File: src/rtl/bus_dest_regs.sv
// Destination side of the internal bus: working registers with bus load,
// increment counters, ALU write-back into AC and a registered zero flag.
module bus_dest_regs #(
  parameter int WIDTH    = 12,
  parameter int IR_WIDTH = 8
) (
  input  logic                clk,
  input  logic                rstN,
  input  logic [WIDTH-1:0]    busIn,
  input  logic [8:0]          writeEn,
  input  logic [3:0]          incEn,
  input  logic [WIDTH-1:0]    aluOut,
  input  logic                aluWrEn,
  output logic [WIDTH-1:0]    AR,
  output logic [WIDTH-1:0]    R,
  output logic [IR_WIDTH-1:0] IR,
  output logic [WIDTH-1:0]    RL,
  output logic [WIDTH-1:0]    RC,
  output logic [WIDTH-1:0]    RP,
  output logic [WIDTH-1:0]    RQ,
  output logic [WIDTH-1:0]    R1,
  output logic [WIDTH-1:0]    AC,
  output logic                zFlag
);

  localparam logic [WIDTH-1:0] ONE = WIDTH'(1);

  logic [WIDTH-1:0] ac_next;
  logic             ac_wr;

  // ALU write-back outranks a bus load into AC
  always_comb begin
    ac_wr   = aluWrEn | writeEn[8];
    ac_next = aluWrEn ? aluOut : busIn;
  end

  // Counter registers: a bus load drops a same-cycle increment
  always_ff @(posedge clk or negedge rstN) begin
    if (!rstN) begin
      AR <= '0;
      RC <= '0;
      RP <= '0;
      RQ <= '0;
    end else begin
      if (writeEn[0])     AR <= busIn;
      else if (incEn[0])  AR <= AR + ONE;
      if (writeEn[4])     RC <= busIn;
      else if (incEn[1])  RC <= RC + ONE;
      if (writeEn[5])     RP <= busIn;
      else if (incEn[2])  RP <= RP + ONE;
      if (writeEn[6])     RQ <= busIn;
      else if (incEn[3])  RQ <= RQ + ONE;
    end
  end

  always_ff @(posedge clk or negedge rstN) begin
    if (!rstN) begin
      R  <= '0;
      IR <= '0;
      RL <= '0;
      R1 <= '0;
    end else begin
      if (writeEn[1]) R  <= busIn;
      if (writeEn[2]) IR <= busIn[IR_WIDTH-1:0];
      if (writeEn[3]) RL <= busIn;
      if (writeEn[7]) R1 <= busIn;
    end
  end

  always_ff @(posedge clk or negedge rstN) begin
    if (!rstN) begin
      AC    <= '0;
      zFlag <= 1'b0;
    end else if (ac_wr) begin
      AC    <= ac_next;
      zFlag <= (ac_next == '0);
    end
  end

endmodule

File: config.mk
export PLATFORM = sky130hd
export DESIGN_NAME = bus_dest_regs
export DESIGN_NICKNAME = d
export VERILOG_FILES = /design/src/rtl/bus_dest_regs.sv
export SDC_FILE = /design/constraint.sdc
export NUM_CORES = 1
export LEC_CHECK = 0
export CAP_MARGIN = 10
export CORE_MARGIN = 2
export CORE_UTILIZATION = 40
export CTS_CLUSTER_DIAMETER = 30
export DETAILED_ROUTE_END_ITERATION = 10
export GPL_TIMING_DRIVEN = 0
export PLACE_DENSITY = 0.67
export SETUP_SLACK_MARGIN = 0.05
export SYNTH_ARGS = -nofsm -noshare
export SYNTH_HDL_FRONTEND = slang
export SYNTH_SLANG_ARGS = --single-unit
File: constraint.sdc
create_clock -name clk -period 1.9 [get_ports clk]
set_input_delay 0.19 -clock clk [delete_from_list [all_inputs] [get_ports clk]]
set_output_delay 0.19 -clock clk [all_outputs]
set_load 0.02 [all_outputs]
==> flow_metrics.tcl, run 1 <==
set metrics [dict create \
    cts-root-buf "clkbuf_16" \
    critPathBufInv 1 \
    crit_path_top_delay_cell "clkdlybuf4s50_1" \
    hold_violations 0 \
    first_global_vias 3983 \
    cts_buffer_depth 2 \
    yosysSeqAreaShare_pct 53.9 \
    rrSetupSlack_ps 310 \
    hold_path_depth 3 \
    cts_hold_buf 1 \
    max_slew_margin_pct 48.5 \
    route.detailed.drc 0 \
    post-route-util_pct 55.6 \
    io_pins 145 \
    ys_ff_latch 105 \
    synth_fp_nets 493 \
    layout.nets 633 \
    synthCells 449 \
    cp_max_fo 7 \
    r2r_cells 5 \
    min_path_type "in -> reg" \
    dieArea_mm2 0.0131 \
    crit_arrival_ps 1470 \
    synthDistinctLibCells 28 \
    hpwlAfterDp_mm 9.32 \
    fin_tns_setup_ps 0 \
    drt_pass1_iterations 4 \
    grt_pass1_wl_mm 21.5 \
    cts_buffers 9 \
    ant_nets 0 \
    endpoint_kind "primary output" \
    clkLatencyLatePin_ps 330 \
    htree_levels 3 \
    cts_sinks 105 \
    fin_crit_sh_pct 87.3 \
    skew_ps 9.58 \
    fp.dieH_um 114 \
    coreArea_mm2 0.0120 \
    final_max_slew_viol_count 0 \
    syn_area_mm2 0.00488 \
    gp_congestion 0.849 \
    via_per_inst 5.36 \
    syn_to_final_growth_pct 36.4 \
    routedWlPerCell_um 18.4 \
    path_class "reg -> out" \
    fmax_mhz 603 \
    crit_family "buffers and inverters" \
    slowest_delay_ps 650 \
    num_antenna_cells 0 \
    hold_ws_ps 162 \
    crit_chain "clkdlybuf4s50_1" \
    drt_iter0_drc 248 \
    p_leak_nw 2.66 \
    rows 40 \
    required_ps 1710 \
    overflow 0 \
    multi_input_area_mm2 0.00209 \
    place.port_buffers 127 \
    reg2reg_from "RQ[0]" \
    nFillCells 1065 \
    path_clk_slew_ps 80 \
    maxCapViolCount 0 \
    antenna_found_initial 0 \
    synth_warnings 0 \
    routed_wirelength_mm 13.6 \
    track_usage_pct 21.2 \
    ctsResizeCount 0 \
    initial_utilization_pct 40.8 \
    hold_path_startpoint "busIn[3]" \
    powerDensity_mw_per_mm2 881 \
    layout-drive-gt1-share_pct 13.5 \
    status "completed" \
    fp.dieW_um 114 \
    grt_start_max_net_pins 60 \
    seq_area_mm2 0.00263 \
    worstSetupStartpointType "flip-flop" \
    tightest_slew_ps 772 \
    r2r_end "RQ[10]" \
    place_area_mm2 0.00636 \
    vias 3971 \
    design_area_mm2 0.00666 \
    rsz0062_at_grt "false" \
    min_to "AR[3]" \
    worst_ir_drop_vdd_mv 0.641 \
    cts_tree "built" \
    min_period_ps 1660 \
    avgSynthCellArea_um2 10.9 \
    cts_setup_buffers 0 \
    finalSetupViolCount 0 \
]
## logic make-up (layout without fill, tap and decap cells)
logic type / count (synthesis) / count (layout) / synth area share (%)
buf+inv: 39 / 184 / 3.33
compound gates: 58 / 58 / 6.13
xor+xnor: 44 / 44 / 7.90
mux: 67 / 67 / 15.1
fa+ha+maj: 4 / 4 / 1.03
flops: 105 / 105 / 53.9
simple gates: 132 / 132 / 12.6
## worst min-delay path, delay by kind of cell
family          cells  cell delay, ps
buf+inv             1             140
compound gates      1              60
simple gates        1              60
## state kept, by name (all words and copies together) (netlist names)
signal  count
AC         12
AR         12
IR          8
R          12
R1         12
RC         12
RL         12
RP         12
RQ         12
zFlag       1
## cells in the mapped netlist
master | count | area share (%)
dfrtp_1 | 105 | 54
nand2_1 | 66 | 5.1
mux2_2 | 53 | 12
o21ai_0 | 53 | 5.4
xnor2_1 | 28 | 5.0
clkbuf_1 | 21 | 1.6
nand4_1 | 18 | 2.3
xor2_1 | 16 | 2.9
mux2i_1 | 14 | 2.9
nor3_1 | 14 | 1.4
nand3_1 | 11 | 1.1
nor2_1 | 10 | 0.77
inv_1 | 7 | 0.54
nor4_1 | 7 | 0.90
buf_2 | 6 | 0.62
ha_1 | 4 | 1.0
buf_1 | 3 | 0.23
a21oi_1 | 2 | 0.21
or4_1 | 2 | 0.31
a22o_1 | 1 | 0.18
and3_1 | 1 | 0.13
buf_6 | 1 | 0.23
clkbuf_2 | 1 | 0.10
nor4b_1 | 1 | 0.18
o22a_1 | 1 | 0.18
o22ai_1 | 1 | 0.13
or4b_1 | 1 | 0.21
or4b_2 | 1 | 0.21
## report_power, final
part / internal, mW / total [mW] / switching [mW] / leakage, nW
clock: 0.915 / 1.79 / 0.870 / 0.132
sequential: 2.46 / 2.68 / 0.218 / 1.25
combinational: 0.677 / 1.40 / 0.726 / 1.27
## cells in the final DEF (no fill, tap or decap)
master and count:
and3_1 1, clkinvlp_4 3, inv_1 7, or4_1 2, or4b_2 1, nor4b_1 1
a22o_1 1, nor4_1 7, nor2_1 10, a21oi_1 2, o22a_1 1, clkbuf_16 9
clkbuf_2 1, or4b_1 1, xor2_1 16, buf_1 3, inv_8 2, nand2_1 66
buf_6 1, clkbuf_1 21, dlygate4sd3_1 1, buf_2 6, nor3_1 14, xnor2_1 28
inv_6 1, nand3_1 11, clkinv_4 1, mux2_2 53, buf_16 1, clkdlybuf4s50_1 126
o22ai_1 1, mux2i_1 14, buf_4 1, dfrtp_1 105, ha_1 4, nand4_1 18
o21ai_0 53
## per-stage QoR
stage / total power [mW] / worst slack (ps) / cells
after floorplan: 3.38 / 370 / 449
after global placement: 4.09 / -3280 / 723
after detailed placement: 4.13 / -0.748 / 724
after CTS: 5.92 / 229 / 741
after global routing: 6.13 / 172 / 741
final: 5.86 / 241 / 741
## layer usage
metal / GRT usage, % / up-vias / wire length (um)
li1: - / 1828 / -
met4: 5.37 / 0 / 186
met5: 0 / - / 0
met2: 34.9 / 117 / 6740
met3: 6.03 / 14 / 887
met1: 27.8 / 2012 / 5810
## worst max path at each step
stage / end / slack (ps) / from / cells past startpoint
4_1_cts: RQ[0] / 230 / RQ[0] / 1
2_1_floorplan: RQ[10] / 370 / RQ[0] / 5
5_1_grt: RQ[0] / 170 / RQ[0] / 1
3_3_place_gp: RC[5] / -3280 / rstN / 1
6_report: RQ[0] / 240 / RQ[0] / 1
3_5_place_dp: zFlag / -0.7 / busIn[11] / 4
## area by class of cell
class,count,share of cell area [%]
clock buffer,9,3.38
buffer,32,2.05
inverter,7,0.395
sequential,105,39.5
multi-input combinational,305,31.4
timing repair buffer,129,19.6
tap,147,2.76
clock inverter,7,0.940
No activity file was read; power rests on OpenSTA's default activity.
==> run 2: changes to the inputs <==
--- a/config.mk
+++ b/config.mk
@@ -7,11 +7,12 @@
 export LEC_CHECK = 0
 export CAP_MARGIN = 10
 export CORE_MARGIN = 2
-export CORE_UTILIZATION = 40
+export CORE_UTILIZATION = 47
+export CTS_BUF_LIST = sky130_fd_sc_hd__clkbuf_16
 export CTS_CLUSTER_DIAMETER = 30
 export DETAILED_ROUTE_END_ITERATION = 10
 export GPL_TIMING_DRIVEN = 0
-export PLACE_DENSITY = 0.67
+export PLACE_DENSITY = 0.77
 export SETUP_SLACK_MARGIN = 0.05
 export SYNTH_ARGS = -nofsm -noshare
 export SYNTH_HDL_FRONTEND = slang
==> run 2 against run 1 <==
Via count shrank 1.0%. Worst setup slack got worse by 51 ps. Count of clock-buffer cells in the layout is the same. Combinational power about the same. Sequential power about the same. Cell area hardly changed. Clock power is 5% higher.
==> flow_metrics.tcl, run 2 (synthesis gave the netlist of run 1 again) <==
set metrics [dict create \
    hold_violations 0 \
    skew_ps 7.67 \
    crit_family "buffers and inverters" \
    fin_tns_setup_ps 0 \
    cp_max_fo 7 \
    cts_buffer_depth 2 \
    routed_wirelength_mm 13.4 \
    critPathBufInv 1 \
    vias 3931 \
    endpoint_kind "primary output" \
    worst_ir_drop_vdd_mv 0.548 \
    grt_pass1_wl_mm 21.1 \
    drt_pass1_iterations 4 \
    status "completed" \
    rsz0062_at_grt "false" \
    first_global_vias 3934 \
    layout_common_cells "clkdlybuf4s50_1, dfrtp_1, nand2_1, o21ai_0, mux2_2" \
    slowest_delay_ps 670 \
    rows 37 \
    syn_to_final_growth_pct 36.5 \
    path_clk_slew_ps 80 \
    maxCapViolCount 0 \
    cts_sinks 105 \
    layout.nets 633 \
    multi_input_area_mm2 0.00209 \
    crit_path_top_delay_cell "clkdlybuf4s50_1" \
    hpwlAfterDp_mm 9.27 \
    place.port_buffers 127 \
    min_period_ps 1710 \
    design_area_mm2 0.00666 \
    nFillCells 810 \
    final_common_cell "clkdlybuf4s50_1" \
    htree_levels 3 \
    finalSetupViolCount 0 \
    min_path_type "in -> reg" \
    initial_utilization_pct 47.9 \
    max_slew_margin_pct 52.7 \
    seq_area_mm2 0.00263 \
    cts_setup_buffers 0 \
    io_pins 145 \
    route.detailed.drc 0 \
    antenna_found_initial 0 \
    grt_start_max_net_pins 75 \
    num_antenna_cells 0 \
    p_leak_nw 2.67 \
    dieArea_mm2 0.0112 \
    cts-root-buf "clkbuf_16" \
    fp.dieW_um 106 \
    powerDensity_mw_per_mm2 895 \
    cts_buffers 9 \
    gp_congestion 0.851 \
    final_max_slew_viol_count 0 \
    cts_tree "built" \
    layout-drive-gt1-share_pct 13.5 \
    via_per_inst 5.38 \
    ctsResizeCount 0 \
    crit_chain "clkdlybuf4s50_1" \
    drt_iter0_drc 199 \
    worstSetupStartpointType "flip-flop" \
    routedWlPerCell_um 18.3 \
    ant_nets 0 \
    path_class "reg -> out" \
    hold_ws_ps 147 \
    place_area_mm2 0.00634 \
    totalPowerFinal_mw 5.96 \
    rrSetupSlack_ps 290 \
    crit_arrival_ps 1520 \
    required_ps 1710 \
    clkLatencyLatePin_ps 350 \
    fin_crit_sh_pct 90.0 \
    coreArea_mm2 0.0102 \
    track_usage_pct 24.5 \
    fmax_mhz 585 \
    tightest_slew_ps 710 \
    fp.dieH_um 106 \
    overflow 0 \
]
## run 2: cell types whose count changed in the layout (fill, tap and decap cells not counted)
cell and delta:
clkinvlp_4 -2, clkinv_4 -1, clkinv_8 +2, inv_6 +1
## run 2: repair_timing
action                                  CTS  global route
endpoints found under the setup margin    0             0
hold buffers                              1             0
hold endpoints to repair                 31             0
## run 2: worst paths after layout
check | start | endpoint | cells after the start
max reg2reg | RQ[0] | RQ[10] | 5
max in group asynchronous | rstN | AC[1] | 3
min in group asynchronous | rstN | RP[6] | 2
min reg2reg | R[5] | R[5] | 1
min | busIn[3] | RP[3] | 3
max | RQ[0] | RQ[0] | 1
## run 2: per-stage QoR
stage,worst slack (ps),utilization [%],cells
after floorplan,370,-,449
after global placement,-3230,62.1,712
after detailed placement,110,62.3,713
after CTS,185,65.4,730
after global routing,123,65.4,730
final,190,65.4,730
## run 2: routing by layer
metal | share of wire, % | routed length (um) | GRT usage, %
met5 | 0 | 0 | 0
met4 | 2.1 | 287 | 8.27
met3 | 5.7 | 765 | 4.39
met2 | 51 | 6780 | 42.2
met1 | 41 | 5520 | 31.2
## run 2: final cells by class
| type | count | share of cell area, % |
|---|---|---|
| repair buffers | 129 | 19.6 |
| well taps | 136 | 2.55 |
| clock inverters | 7 | 1.20 |
| clock buffers | 9 | 3.38 |
| inverters | 7 | 0.395 |
| plain buffers | 32 | 2.05 |
| multi-input cells | 305 | 31.4 |
| flip-flops and latches | 105 | 39.5 |
## run 2: where the power goes
group	leakage (nW)	total, mW	internal, mW	switching (mW)
Combinational	1.27	1.40	0.677	0.728
Clock	0.146	1.88	0.941	0.936
Sequential	1.25	2.68	2.46	0.221
Total	2.67	5.96	4.08	1.88
## run 2: worst reg2reg max path, cell delays in order (launching register included)
cell	delay (ps)
dfrtp_1	520
ha_1	280
nand4_1	140
nor3_1	200
xor2_1	100
mux2_2	270
==> run 3: changes to the inputs <==
--- a/config.mk
+++ b/config.mk
@@ -14,6 +14,7 @@
 export GPL_TIMING_DRIVEN = 0
 export PLACE_DENSITY = 0.77
 export SETUP_SLACK_MARGIN = 0.05
+export SLEW_MARGIN = 20
 export SYNTH_ARGS = -nofsm -noshare
 export SYNTH_HDL_FRONTEND = slang
 export SYNTH_SLANG_ARGS = --single-unit
==> run 3 against run 2 <==
Largest cell class unchanged. Hold slack worse by 22 ps. Routed wire length increased by 1.6%. Count of clock-buffer cells in the layout stayed put. Sequential share of layout area hardly changed. Highest routed layer unchanged. Final cell count unchanged. Worst setup slack improved by 2.3 ps. Sequential cell count unchanged. Critical path depth is the same.
==> flow_metrics.tcl, run 3 (synthesis gave the netlist of run 1 again) <==
set metrics [dict create \
    powerDensity_mw_per_mm2 899 \
    crit_arrival_ps 1520 \
    endpoint_kind "primary output" \
    initial_utilization_pct 47.9 \
    rrSetupSlack_ps 300 \
    swShare_pct 31.8 \
    cts_setup_buffers 0 \
    hold_path_startpoint "busIn[3]" \
    path_class "reg -> out" \
    crit_chain "clkdlybuf4s50_1" \
    route.detailed.drc 0 \
    antenna_found_initial 0 \
    rsz0062_at_grt "false" \
    finalSetupViolCount 0 \
    worst_ir_drop_vdd_mv 0.486 \
    overflow 0 \
    final_max_slew_viol_count 0 \
    post-route-util_pct 65.4 \
    setup_ws_ps 192 \
    grt_start_max_net_pins 64 \
    fmax_mhz 585 \
    crit_family "buffers and inverters" \
    place_area_mm2 0.00635 \
    layout.nets 633 \
    required_ps 1710 \
    fp.dieW_um 106 \
    r2r_cells 5 \
    power.internal_mw 4.08 \
    cp_max_fo 7 \
    p_comb_share_pct 23.5 \
    via_per_inst 5.43 \
    coreArea_mm2 0.0102 \
    worstSetupStartpointType "flip-flop" \
    io_pins 145 \
    min_to "RP[3]" \
    reg2reg_from "RQ[0]" \
    layout_common_cells "clkdlybuf4s50_1, dfrtp_1, nand2_1, o21ai_0, mux2_2" \
    cts_buffers 9 \
    max_slew_margin_pct 50.0 \
    first_global_vias 3984 \
    totalPowerFinal_mw 5.99 \
    fin_tns_setup_ps 0 \
    cts_tree "built" \
    min_path_type "in -> reg" \
    place.port_buffers 127 \
    drt_iter0_drc 245 \
    r2r_end "RQ[10]" \
    final_common_cell "clkdlybuf4s50_1" \
    design_area_mm2 0.00666 \
    hold_violations 0 \
    layout-drive-gt1-share_pct 13.5 \
    critPathBufInv 1 \
    syn_to_final_growth_pct 36.6 \
    skew_ps 12.1 \
    routedWlPerCell_um 18.6 \
    num_antenna_cells 0 \
    maxCapViolCount 0 \
    path_clk_slew_ps 80 \
    hpwlAfterDp_mm 9.27 \
    routed_wirelength_mm 13.6 \
    fin_crit_sh_pct 89.9 \
    gp_congestion 0.851 \
    track_usage_pct 25.1 \
    dieArea_mm2 0.0112 \
    ant_nets 0 \
    min_period_ps 1710 \
    drt_pass1_iterations 5 \
    ctsResizeCount 0 \
    cts_buffer_depth 2 \
    slowest_delay_ps 660 \
    grt_pass1_wl_mm 21.6 \
    seqPwrFrac_pct 44.7 \
    cts-root-buf "clkbuf_16" \
    crit_path_top_delay_cell "clkdlybuf4s50_1" \
    power.net_switching_mw 1.91 \
    fp.dieH_um 106 \
    cts_sinks 105 \
    vias 3964 \
    tightest_slew_ps 750 \
    status "completed" \
    p_leak_nw 2.68 \
    clkLatencyLatePin_ps 350 \
    p_clk_share_pct 31.7 \
    hold_path_depth 3 \
    htree_levels 3 \
    post-place-ws_ps 111 \
    rows 37 \
]
run 3: per-stage QoR:
step	instances	hold WS (ps)
2_1_floorplan	449	-106
3_3_place_gp	712	490
3_5_place_dp	713	136
4_1_cts	730	141
5_1_grt	730	153
6_report	730	125
run 3: worst max-delay path by stage:
stage                    from      to  slack, ps  cells past startpoint
finish                  RQ[0]   RQ[0]        190                      1
global route            RQ[1]  RQ[10]        120                      5
CTS                     RQ[1]   RQ[1]        180                      1
detailed placement  busIn[11]   zFlag        110                      4
global placement         rstN   AR[3]      -3230                      1
floorplan               RQ[0]  RQ[10]        370                      5
run 3: metal layers:
metal	vias up	part of all wire (%)	routed length, um	GRT usage (%)
li1	1834	-	-	-
met1	1989	41	5590	31.9
met2	125	53	7150	44.4
met3	16	4.8	654	4.45
met4	0	1.3	177	6.02
met5	-	0	0	0
run 3: timing repair:
action,CTS,global route
endpoints found under the hold margin,42,0
endpoints found under the setup margin,0,0
hold buffers,1,0
run 3: final cells by class:
| type | instances | area (um2) |
|---|---|---|
| inverter | 7 | 26.3 |
| clock buffer | 9 | 225 |
| timing repair buffer | 129 | 1310 |
| sequential | 105 | 2630 |
| multi-input combinational | 305 | 2090 |
| buffer | 32 | 136 |
| clock inverter | 7 | 78.8 |
| fill | 823 | 3520 |
| tap | 136 | 170 |
run 3: power by group through the flow:
stage / combinational [mW] / clock [mW] / sequential (mW)
floorplan: 0.421 / 0 / 2.96
global placement: 1.37 / 0 / 2.70
detailed placement: 1.41 / 0 / 2.72
CTS: 1.42 / 1.91 / 2.68
global route: 1.51 / 2.01 / 2.71
finish: 1.41 / 1.90 / 2.68
